File: src/rtl/serial_pkg.sv
// Shared types and defaults for the serial transmit scheduler.
package serial_pkg;

  localparam int SERIAL_BAUD_DIV   = 5209;
  localparam int SERIAL_FRAME_BITS = 12;

  typedef enum logic [1:0] {
    DRAIN,
    IDLE,
    START,
    WAIT
  } state_e;

endpackage

File: src/rtl/rr_arbiter.sv
// Round-robin arbiter: first requester at or above ptr, wrapping.
module rr_arbiter #(
  parameter int N = 4
) (
  input  logic [N-1:0]         req,
  input  logic [$clog2(N)-1:0] ptr,
  output logic [N-1:0]         gnt,
  output logic [$clog2(N)-1:0] idx
);

  localparam int IW = $clog2(N);

  logic found;
  int   j;

  always_comb begin
    gnt   = '0;
    idx   = '0;
    found = 1'b0;
    j     = 0;
    for (int k = 0; k < N; k++) begin
      j = int'(ptr) + k;
      if (j >= N) j = j - N;
      if (!found && req[j]) begin
        found  = 1'b1;
        gnt[j] = 1'b1;
        idx    = IW'(j);
      end
    end
  end

endmodule

File: src/rtl/serial_tx_sched.sv
// Shares one 8N1 transmitter between NREQ byte sources, holding
// tx_data steady for a whole reserved frame after each txe pulse.
module serial_tx_sched
  import serial_pkg::*;
#(
  parameter int NREQ       = 4,
  parameter int BAUD_DIV   = SERIAL_BAUD_DIV,
  parameter int FRAME_BITS = SERIAL_FRAME_BITS
) (
  input  logic                    clk,
  input  logic                    rst,
  input  logic [NREQ-1:0]         req_valid,
  input  logic [8*NREQ-1:0]       req_data,
  output logic [NREQ-1:0]         req_ready,
  output logic [7:0]              tx_data,
  output logic                    tx_txe,
  output logic                    busy,
  output logic [$clog2(NREQ)-1:0] grant_id
);

  localparam int IW           = $clog2(NREQ);
  localparam int FRAME_CYCLES = FRAME_BITS * BAUD_DIV;
  localparam int CW           = $clog2(FRAME_CYCLES);
  localparam logic [CW-1:0] CNT_LOAD = CW'(FRAME_CYCLES - 1);
  localparam logic [CW-1:0] CNT_ONE  = CW'(1);

  state_e          state_q, state_d;
  logic [CW-1:0]   cnt_q, cnt_d;
  logic [IW-1:0]   ptr_q, ptr_d;
  logic [7:0]      data_q, data_d;
  logic            txe_q, txe_d;
  logic [IW-1:0]   gid_q, gid_d;
  logic [NREQ-1:0] arb_gnt;
  logic [IW-1:0]   arb_idx;

  rr_arbiter #(.N(NREQ)) u_arb (
    .req (req_valid),
    .ptr (ptr_q),
    .gnt (arb_gnt),
    .idx (arb_idx)
  );

  always_comb begin
    state_d   = state_q;
    cnt_d     = cnt_q;
    ptr_d     = ptr_q;
    data_d    = data_q;
    txe_d     = 1'b0;
    gid_d     = gid_q;
    req_ready = '0;
    unique case (state_q)
      // The reset cycle itself already counts toward the drain time.
      DRAIN: begin
        cnt_d = cnt_q - CNT_ONE;
        if (cnt_q == CNT_ONE) state_d = IDLE;
      end
      IDLE: begin
        req_ready = arb_gnt;
        if (|arb_gnt) begin
          data_d  = req_data[8*int'(arb_idx) +: 8];
          gid_d   = arb_idx;
          ptr_d   = (arb_idx == IW'(NREQ - 1)) ? '0 : arb_idx + IW'(1);
          txe_d   = 1'b1;
          state_d = START;
        end
      end
      START: begin
        cnt_d   = CNT_LOAD;
        state_d = WAIT;
      end
      WAIT: begin
        if (cnt_q == '0) state_d = IDLE;
        else             cnt_d   = cnt_q - CNT_ONE;
      end
    endcase
  end

  always_ff @(posedge clk) begin
    if (rst) begin
      state_q <= DRAIN;
      cnt_q   <= CNT_LOAD;
      ptr_q   <= '0;
      data_q  <= 8'h00;
      txe_q   <= 1'b0;
      gid_q   <= '0;
    end else begin
      state_q <= state_d;
      cnt_q   <= cnt_d;
      ptr_q   <= ptr_d;
      data_q  <= data_d;
      txe_q   <= txe_d;
      gid_q   <= gid_d;
    end
  end

  assign tx_data  = data_q;
  assign tx_txe   = txe_q;
  assign grant_id = gid_q;
  assign busy     = (state_q != IDLE);

endmodule

File: config.mk
export PLATFORM = sky130hd
export DESIGN_NAME = serial_tx_sched
export DESIGN_NICKNAME = d
export VERILOG_FILES = /design/src/rtl/serial_pkg.sv /design/src/rtl/rr_arbiter.sv /design/src/rtl/serial_tx_sched.sv
export SDC_FILE = /design/constraint.sdc
export NUM_CORES = 1
export LEC_CHECK = 0
export BUFFER_PORTS_ARGS = -buffer_cell sky130_fd_sc_hd__buf_2
export CORE_MARGIN = 5
export CORE_UTILIZATION = 54
export DETAILED_ROUTE_END_ITERATION = 7
export PLACE_DENSITY = 0.8
export RECOVER_POWER = 25
export REMOVE_ABC_BUFFERS = 1
export SKIP_CTS_REPAIR_TIMING = 1
export SYNTH_ARGS = -nofsm -noshare
export SYNTH_HDL_FRONTEND = slang
export SYNTH_SLANG_ARGS = --single-unit
export TNS_END_PERCENT = 100
File: constraint.sdc
create_clock -name clk -period 4.4 [get_ports clk]
set_input_delay 0.22 -clock clk [delete_from_list [all_inputs] [get_ports clk]]
set_output_delay 0.22 -clock clk [all_outputs]
set_load 0.02 [all_outputs]
After elaboration in Yosys (flattened, before gate mapping)
Cells that the tools add are included.
Widths: inputs -> output; s select.
{"block": "classes", "addsub": 9, "magnitude_cmp": 12, "eq_ne": 10, "n_shift": 1, "muxes": 44, "bitwise": 4, "n_reduce_logical": 18}
{"op": "$ge 32x1->1 const B", "n": 4}
{"op": "$lt 32x4->1 const B", "n": 4}
{"op": "$mux 32", "n": 4}
{"op": "$ge 32x4->1 const B", "n": 3}
{"op": "$sub 32x4->32 const B", "n": 3}
{"op": "$pmux 16 s3", "n": 1}
{"op": "$shiftx 32x6->8", "n": 1}
{"op": "$mux 4", "n": 5}
{"op": "$eq 16x1->1 const B", "n": 1}
{"op": "$logic_not 16->1", "n": 1}
{"op": "$mux 1", "n": 16}
{"op": "$mux 16", "n": 1}
{"op": "$mux 2", "n": 8}
{"op": "$sub 16x1->16 const B", "n": 1}
{"op": "$or 4x4->4", "n": 3}
{"op": "$bmux 1 s2", "n": 4}
{"op": "$demux 1 s2", "n": 4}
{"op": "$ne 2x2->1 const B", "n": 4}
{"op": "$pmux 2 s4", "n": 1}
{"op": "$logic_and 1x1->1", "n": 7}
{"op": "$add 2x2->3 const B", "n": 2}
{"op": "$eq 2x2->1 const B", "n": 3}
{"op": "$reduce_and 2->1", "n": 2}
{"op": "$reduce_or 4->1", "n": 1}
{"op": "12 further kinds", "n": 14}
{"block": "totals", "regBits": 31, "elab_cells": 104}

Longest topological paths before layout
Gate-level depths: netlist (run 1).
{"block": "logic_depth", "word_depth": 18, "depth_mapped": 14, "ltp_nobuf": 11}

Modules after synthesis
From an unflattened synthesis (run 1), not the netlist that was laid out.
{"block": "hier_totals", "hier_cells": 252, "area_unflattened_um2": 2197.1}
{"module": "serial_tx_sched", "n_inst": 1, "cells_per_inst": 203, "area_each_um2": 1740.4, "seq_area_each_um2": 620.6}
{"module": "rr_arbiter", "n_inst": 1, "cells_per_inst": 49, "area_each_um2": 456.7, "seq_area_each_um2": 0.0}

Worst setup path after synthesis (run 1)
OpenSTA, ideal clock, no wires.
{"block": "synth_path", "path_type": "flip-flop to flip-flop", "start": "reg ptr_q[1]", "end": "reg state_q[0]", "setup_time_ns": 0.123, "arrival_time_ns": 3.275, "required_ns": 4.277, "slack_ns": 1.001, "path_stages_with_launch": 12, "path_buffers": 2, "period_less_slack_ns": 3.399, "path_cell_list": "dfxtp_1 clkbuf_8 inv_1 ha_1 buf_6 mux4_2 or4b_1 a22oi_2 a2111oi_1 and3_1 a222oi_1 mux2_1"}
{"block": "synth_between", "elab_chain_len": 18, "elab_cells_between_ends": 66}
{"item": "from (decl)", "line": "serial_tx_sched.sv:29", "rtl": "logic [IW-1:0] ptr_q, ptr_d;"}
{"item": "from (signal assigned)", "line": "serial_tx_sched.sv:89", "rtl": "ptr_q <= ptr_d;"}
{"item": "parallel branches: the longest is 14 deep, another holds $sub 32x4->32"}
{"item": "$mux 4 (*)", "line": "rr_arbiter.sv:24", "rtl": "if (!found && req[j]) begin"}
{"item": "$reduce_or 4->1 (*)", "line": "serial_tx_sched.sv:59", "rtl": "if (|arb_gnt) begin"}
{"item": "$ne 2x2->1 (no line) (*)"}
{"item": "$reduce_and 3->1 (no line) (*)"}
{"item": "to (signal assigned)", "line": "serial_tx_sched.sv:87", "rtl": "state_q <= state_d;"}
{"item": "to (decl)", "line": "serial_tx_sched.sv:27", "rtl": "state_e state_q, state_d;"}
Mark *: on every way between the ends. The select of a mux whose other input is x is not followed.
A chain may end at the register's enable or synchronous reset.

Worst setup path after layout (run 1)
{"block": "layout_path", "start": "reg ptr_q[1]", "end": "reg data_q[0] (netlist: tx_data[0])"}
{"block": "layout_between", "elab_chain_len": 17, "elab_cells_between_ends": 70}
{"item": "parallel branches: the longest is 17 deep, another holds $sub 32x4->32"}
{"item": "to (signal assigned)", "line": "serial_tx_sched.sv:90", "rtl": "data_q <= data_d;"}
{"item": "to (decl)", "line": "serial_tx_sched.sv:30", "rtl": "logic [7:0] data_q, data_d;"}
Parallel ways; which one is timed is not known. The select of a mux whose other input is x is not followed.

==> impl_metrics.csv, run 1 <==
group,metric,value,unit
run_status,status,"finished clean",
logic_synthesis,synth_top_area_share,0.2680,
floorplanning,die_w,75.49,µm
cts,clk_transition_reported_paths,0.06,ns
logic_synthesis,synth_area_leader_cell,"dfxtp_1",
route,initialDrtViolationCount,112,
logic_synthesis,synthCells,261,
power,leakage,1.051,nW
run,maxCapViolations,0,
route,via_count,2074,
critical_path,worst_ep_arrival_time,3.78,ns
timing,drv_slew,0,
place,portBuffers,53,
grt,grt-ovfl-total,0,
critical_path,end_kind,"register",
timing,finClkSkew,0.004223,ns
final_layout,drive_above_1_share,0.2204,
grt,antenna_found_initial,0,
timing,tightest_slew,1.002,ns
cts,clock_latency,0.29,ns
hold_path,hp-class,"input pin to register",
route,ant_nets,0,
place,routabilityCongestion,0.8878,
critical_path,crit_required,4.56,ns
timing,finalSetupTns,0,ns
final_layout,syn2layout_area_growth,14.69,%
route,dr.pass1.iters,4,
grt,first_global_vias,1954,
logic_synthesis,yosysWarnings,0,
cts,clk_path_buf_depth,2,
floorplanning,dieArea,5699,µm²
place,dp_cells,356,
logic_synthesis,synth_area,2316,µm²
grt,grt_max_degree,21,
logic_synthesis,yosysSeqAreaShare,0.2680,
route,wire_per_inst,14.17,µm
logic_synthesis,yosysUniqueCellTypes,54,
logic_synthesis,async_flop_share,0,
grt,grt_first_pass_wirelength,8286,µm
power,vdd_drop_max,0.2751,mV
grt,grtUsageTotal,0.1847,
power,power_density,381.8,nW/µm²
cts,root_buffer,"clkbuf_8",
critical_path,cp_max_fo,13,
timing,rsz0062_at_grt,"no",
timing,finalSetupViolCount,0,
logic_synthesis,avgSynthCellArea,8.873,µm²
logic_synthesis,synth_area_leaders,"dfxtp_1, mux2i_1, ha_1",
cts,cts_tree,"done",
floorplanning,dieHeight,75.49,µm
timing,fin_crit,3.613,ns
floorplanning,io_pins,54,
timing,whs,0.3104,ns
critical_path,path_class,"register to register",
timing,setup_slack,0.7869,ns
final_layout,multi_input_area,1555,µm²
route,wirelength,5144,µm
timing,fmax,0.2768,GHz
floorplanning,core,4086,µm²
final_layout,stdcell_count,363,
timing,slew_headroom,0.3299,
cts,h-tree-depth,2,
timing,period_share,0.8212,
final_layout,diodes,0,
route,drc,0,
final_layout,nFillCells,350,
cts,numClockSinks,31,
place,dp_hpwl,3795,µm
timing,finalHoldViolations,0,
logic_synthesis,synth_edf_count,0,
logic_synthesis,ys_ff_latch,31,
floorplanning,row_count,23,
final_layout,regArea,620.6,µm²
logic_synthesis,synth_flop_cell,"dfxtp_1",
final_layout,final_nets,366,
final_layout,fin_util,0.6500,
place,post-place-ws,0.8306,ns
route,viasPerCell,5.713,
critical_path,cp-start-kind,"register",
cts,cts_buffers,5,
floorplanning,start_util,0.5667,
## per-layer routing
| metal | global-route usage | share of wire | wire length [µm] | vias to the layer above |
|---|---|---|---|---|
| met1 | 0.2316 | 0.45 | 2332 | 954 |
| met5 | 0 | 0 | 0 | - |
| met3 | 0.04485 | 0.068 | 349 | 9 |
| met4 | 0.06796 | 0.017 | 90 | 0 |
| met2 | 0.3078 | 0.46 | 2372 | 62 |
| li1 | - | - | - | 1049 |
## power by group
group | internal, W | leakage (nW) | switching (W)
clock | 0.000122 | 0.0470 | 0.000103
sequential | 0.000313 | 0.251 | 0.0000231
combinational | 0.000197 | 0.753 | 0.000255
## sequential cells by signal, indices dropped and copies added (netlist names)
register and flops:
cnt_q 16, tx_data 8, grant_id 2, ptr_q 2, state_q 2, tx_txe 1
## logic make-up (layout without fill, tap and decap cells)
family / count (synthesis) / in the layout / synth area share
buf+inv: 23 / 75 / 0.06050
compound gates: 38 / 38 / 0.1205
flops: 31 / 31 / 0.2680
fa+ha+maj: 15 / 15 / 0.08104
mux: 44 / 44 / 0.2031
simple gates: 98 / 98 / 0.2215
xor+xnor: 12 / 12 / 0.04538
## metrics by stage
step,instance area (µm²),total power (W)
6_report,2656,0.001014
3_3_place_gp,2582,0.0007826
4_1_cts,2670,0.001021
5_1_grt,2656,0.001080
3_5_place_dp,2582,0.0007945
2_1_floorplan,2210,0.0006703
## path summary, 6_finish.rpt
kind	from	endpoint	slack, ns	depth (start not counted)
max	ptr_q[1]	tx_data[0]	0.79	9
max reg2reg	ptr_q[1]	tx_data[0]	0.79	9
min reg2reg	tx_data[4]	tx_data[4]	0.50	2
min	rst	tx_data[2]	0.31	2
## cell usage after synthesis (all sizes together), types with 3 or more instances
library cell and instances:
mux2i 38, dfxtp 31, nor2 30, ha 15, nand2 14, o21ai 9, a21oi 8, inv 8
nor3 8, xnor2 8, clkbuf 7, buf 6, or3 6, nand3 5, nand4 5, and2 4
mux2 4, nand2b 4, nand3b 4, nor4 4, xor2 4, a2111oi 3, or4 3
## cell type report
cell class	count	share of cell area
repair buffers	59	0.1116
inverters	9	0.01272
clock inverters	1	0.001884
clock buffers	6	0.03109
multi-input cells	207	0.5855
flip-flops and latches	31	0.2336
well taps	50	0.02355
## worst max-delay path, cell delays in order, from the launching register on
cell       delay, ns
dfxtp_1         0.33
inv_1           0.08
ha_1            0.49
mux4_2          0.64
or4b_1          0.51
a22oi_2         0.16
a2111oi_1       0.10
a31oi_2         0.84
mux2i_1         0.28
nor2_1          0.06
## cells in the final DEF (no fill, tap or decap), drive strengths merged, types with 9 or more instances in the layout
cell type	Yosys	layout
o21ai	9	9
buf	6	48
clkbuf	7	17
ha	15	15
mux2i	38	38
nor2	30	30
nand2	14	14
dfxtp	31	31
No activity file was read; power rests on OpenSTA's default activity.
==> run 2, diff against run 1 <==
--- a/config.mk
+++ b/config.mk
@@ -7,9 +7,9 @@
 export LEC_CHECK = 0
 export BUFFER_PORTS_ARGS = -buffer_cell sky130_fd_sc_hd__buf_2
 export CORE_MARGIN = 5
-export CORE_UTILIZATION = 54
+export CORE_UTILIZATION = 49
 export DETAILED_ROUTE_END_ITERATION = 7
-export PLACE_DENSITY = 0.8
+export PLACE_DENSITY = 0.77
 export RECOVER_POWER = 25
 export REMOVE_ABC_BUFFERS = 1
 export SKIP_CTS_REPAIR_TIMING = 1
==> constraint.sdc (replaced) <==
create_clock -name clk -period 3.1 [get_ports clk]
set_input_delay 0.155 -clock clk [delete_from_list [all_inputs] [get_ports clk]]
set_output_delay 0.155 -clock clk [all_outputs]
set_load 0.02 [all_outputs]
==> run 2 against run 1 <==
  * Register-to-register slack lost 0.74 ns
  * Clock power grew 81%
  * Critical path depth is the same
  * Sequential power grew 42%
  * Combinational power grew 53%
  * Non-clock buffer count grew 5
  * Total power grew 56%
  * Worst hold slack lost 0.055 ns
  * Setup slack lost 0.74 ns
  * Die area grew 8.8%
  * Via count grew 1.5%
==> impl_metrics.csv, run 2 (synthesis results as in run 1) <==
group,metric,value,unit
run_status,status,"finished clean",
cts,cts_tree,"done",
cts,clock_latency,0.28,ns
route,wire_per_inst,13.67,µm
critical_path,cp_max_fo,5,
floorplanning,dieHeight,78.75,µm
timing,finalHoldViolations,0,
grt,grt-ovfl-total,0,
cts,clk_transition_reported_paths,0.07,ns
cts,cts_buffers,5,
timing,finClkSkew,0.004836,ns
final_layout,nFillCells,392,
final_layout,largest_reg_flops,16,
route,ant_nets,0,
final_layout,multi_input_area,1632,µm²
timing,rsz0062_at_grt,"yes",
final_layout,final_nets,372,
critical_path,worst_ep_arrival_time,3.22,ns
final_layout,syn2layout_area_growth,21.23,%
floorplanning,dieArea,6202,µm²
final_layout,diodes,0,
floorplanning,die_w,78.75,µm
timing,finalSetupViolCount,0,
final_layout,regArea,623.1,µm²
timing,setup_slack,0.04787,ns
timing,drv_slew,0,
route,initialDrtViolationCount,145,
route,via_count,2106,
grt,grt_max_degree,21,
route,drc,0,
final_layout,drive_above_1_share,0.2656,
timing,fin_crit,3.052,ns
route,wirelength,5114,µm
cts,clk_path_buf_depth,2,
timing,whs,0.2559,ns
final_layout,final_cell_mix,"buf_2, mux2i_1, nor2_1",
route,dr.pass1.iters,4,
grt,first_global_vias,1976,
floorplanning,row_count,25,
floorplanning,core,4661,µm²
critical_path,path_class,"register to register",
grt,antenna_found_initial,0,
final_layout,stdcell_area,2808,µm²
critical_path,end_kind,"register",
critical_path,cp-startpoint,"ptr_q[0]",
critical_path,reg2reg_from,"ptr_q[0]",
power,leakage,1.116,nW
place,dp_hpwl,3693,µm
cts,numClockSinks,31,
place,portBuffers,53,
hold_path,hp-class,"input pin to register",
timing,fmax,0.3276,GHz
run,maxCapViolations,0,
critical_path,crit_required,3.27,ns
timing,tightest_slew,0.9544,ns
place,post-place-ws,0.03212,ns
floorplanning,start_util,0.4969,
final_layout,regMostFlops,"cnt_q",
cts,h-tree-depth,2,
final_layout,final_common_cell,"buf_2",
timing,slew_headroom,0.3637,
grt,grt_first_pass_wirelength,8473,µm
hold_path,min-delay-start,"rst",
place,routabilityCongestion,0.8941,
power,power_density,562.0,nW/µm²
power,vdd_drop_max,0.4874,mV
route,viasPerCell,5.631,
cts,root_buffer,"clkbuf_8",
timing,period_share,0.9846,
critical_path,cp-start-kind,"register",
floorplanning,io_pins,54,
place,post_dp_cell_area,2610,µm²
grt,grtUsageTotal,0.1652,
[run 2: changes by cell type in the layout (fill, tap and decap cells not counted), sizes merged]
cell / before / now
buf: 48 / 53
bufinv: 0 / 1
mux4: 2 / 3
[run 2: area by class of cell]
class,instances,share of cell area
repair buffers,64,0.1190
clock inverters,2,0.01248
flip-flops and latches,31,0.2219
well taps,54,0.02406
inverters,9,0.01203
clock buffers,6,0.02941
multi-input cells,208,0.5811
[run 2: path summary, 6_finish.rpt]
| check | endpoint | slack (ns) | depth (start not counted) |
|---|---|---|---|
| setup / recovery | state_q[0] | 0.05 | 9 |
| hold reg to reg | tx_data[5] | 0.49 | 2 |
| hold / removal | tx_data[7] | 0.26 | 2 |
| setup reg to reg | state_q[0] | 0.05 | 9 |
[run 2: through the flow]
stage                  TNS, ns  total power (W)  instances    util
finish                       0         0.001578        374  0.6024
global placement             0         0.001116        363  0.5600
floorplan               -8.376        0.0009514        247       -
global route           -0.1777         0.001684        374  0.6024
CTS                 -0.0002627         0.001549        371  0.5852
detailed placement           0         0.001131        363  0.5600
[run 2: power breakdown]
| group | switching, W | internal (W) | leakage, nW |
|---|---|---|---|
| combinational | 0.000373 | 0.000317 | 0.803 |
| sequential | 0.0000339 | 0.000445 | 0.252 |
| clock | 0.000148 | 0.000260 | 0.0612 |
[run 2: critical path, stage by stage, from the launching register on]
cell and delay, ns:
dfxtp_2 0.34, inv_2 0.05, ha_4 0.28, mux4_2 0.55, or4b_4 0.54, a22oi_2 0.23, a2111oi_4 0.06, and3_4 0.20
a222oi_1 0.34, mux2_1 0.35
[run 2: layer usage]
layer  GRT usage  part of all wire  wire, µm  up-vias
met2      0.2784              0.47      2418       59
met3     0.04195             0.057       291        7
met1      0.2035              0.46      2336      977
met5           0                 0         0        -
li1            -                 -         -     1063
met4     0.05769             0.013        67        0
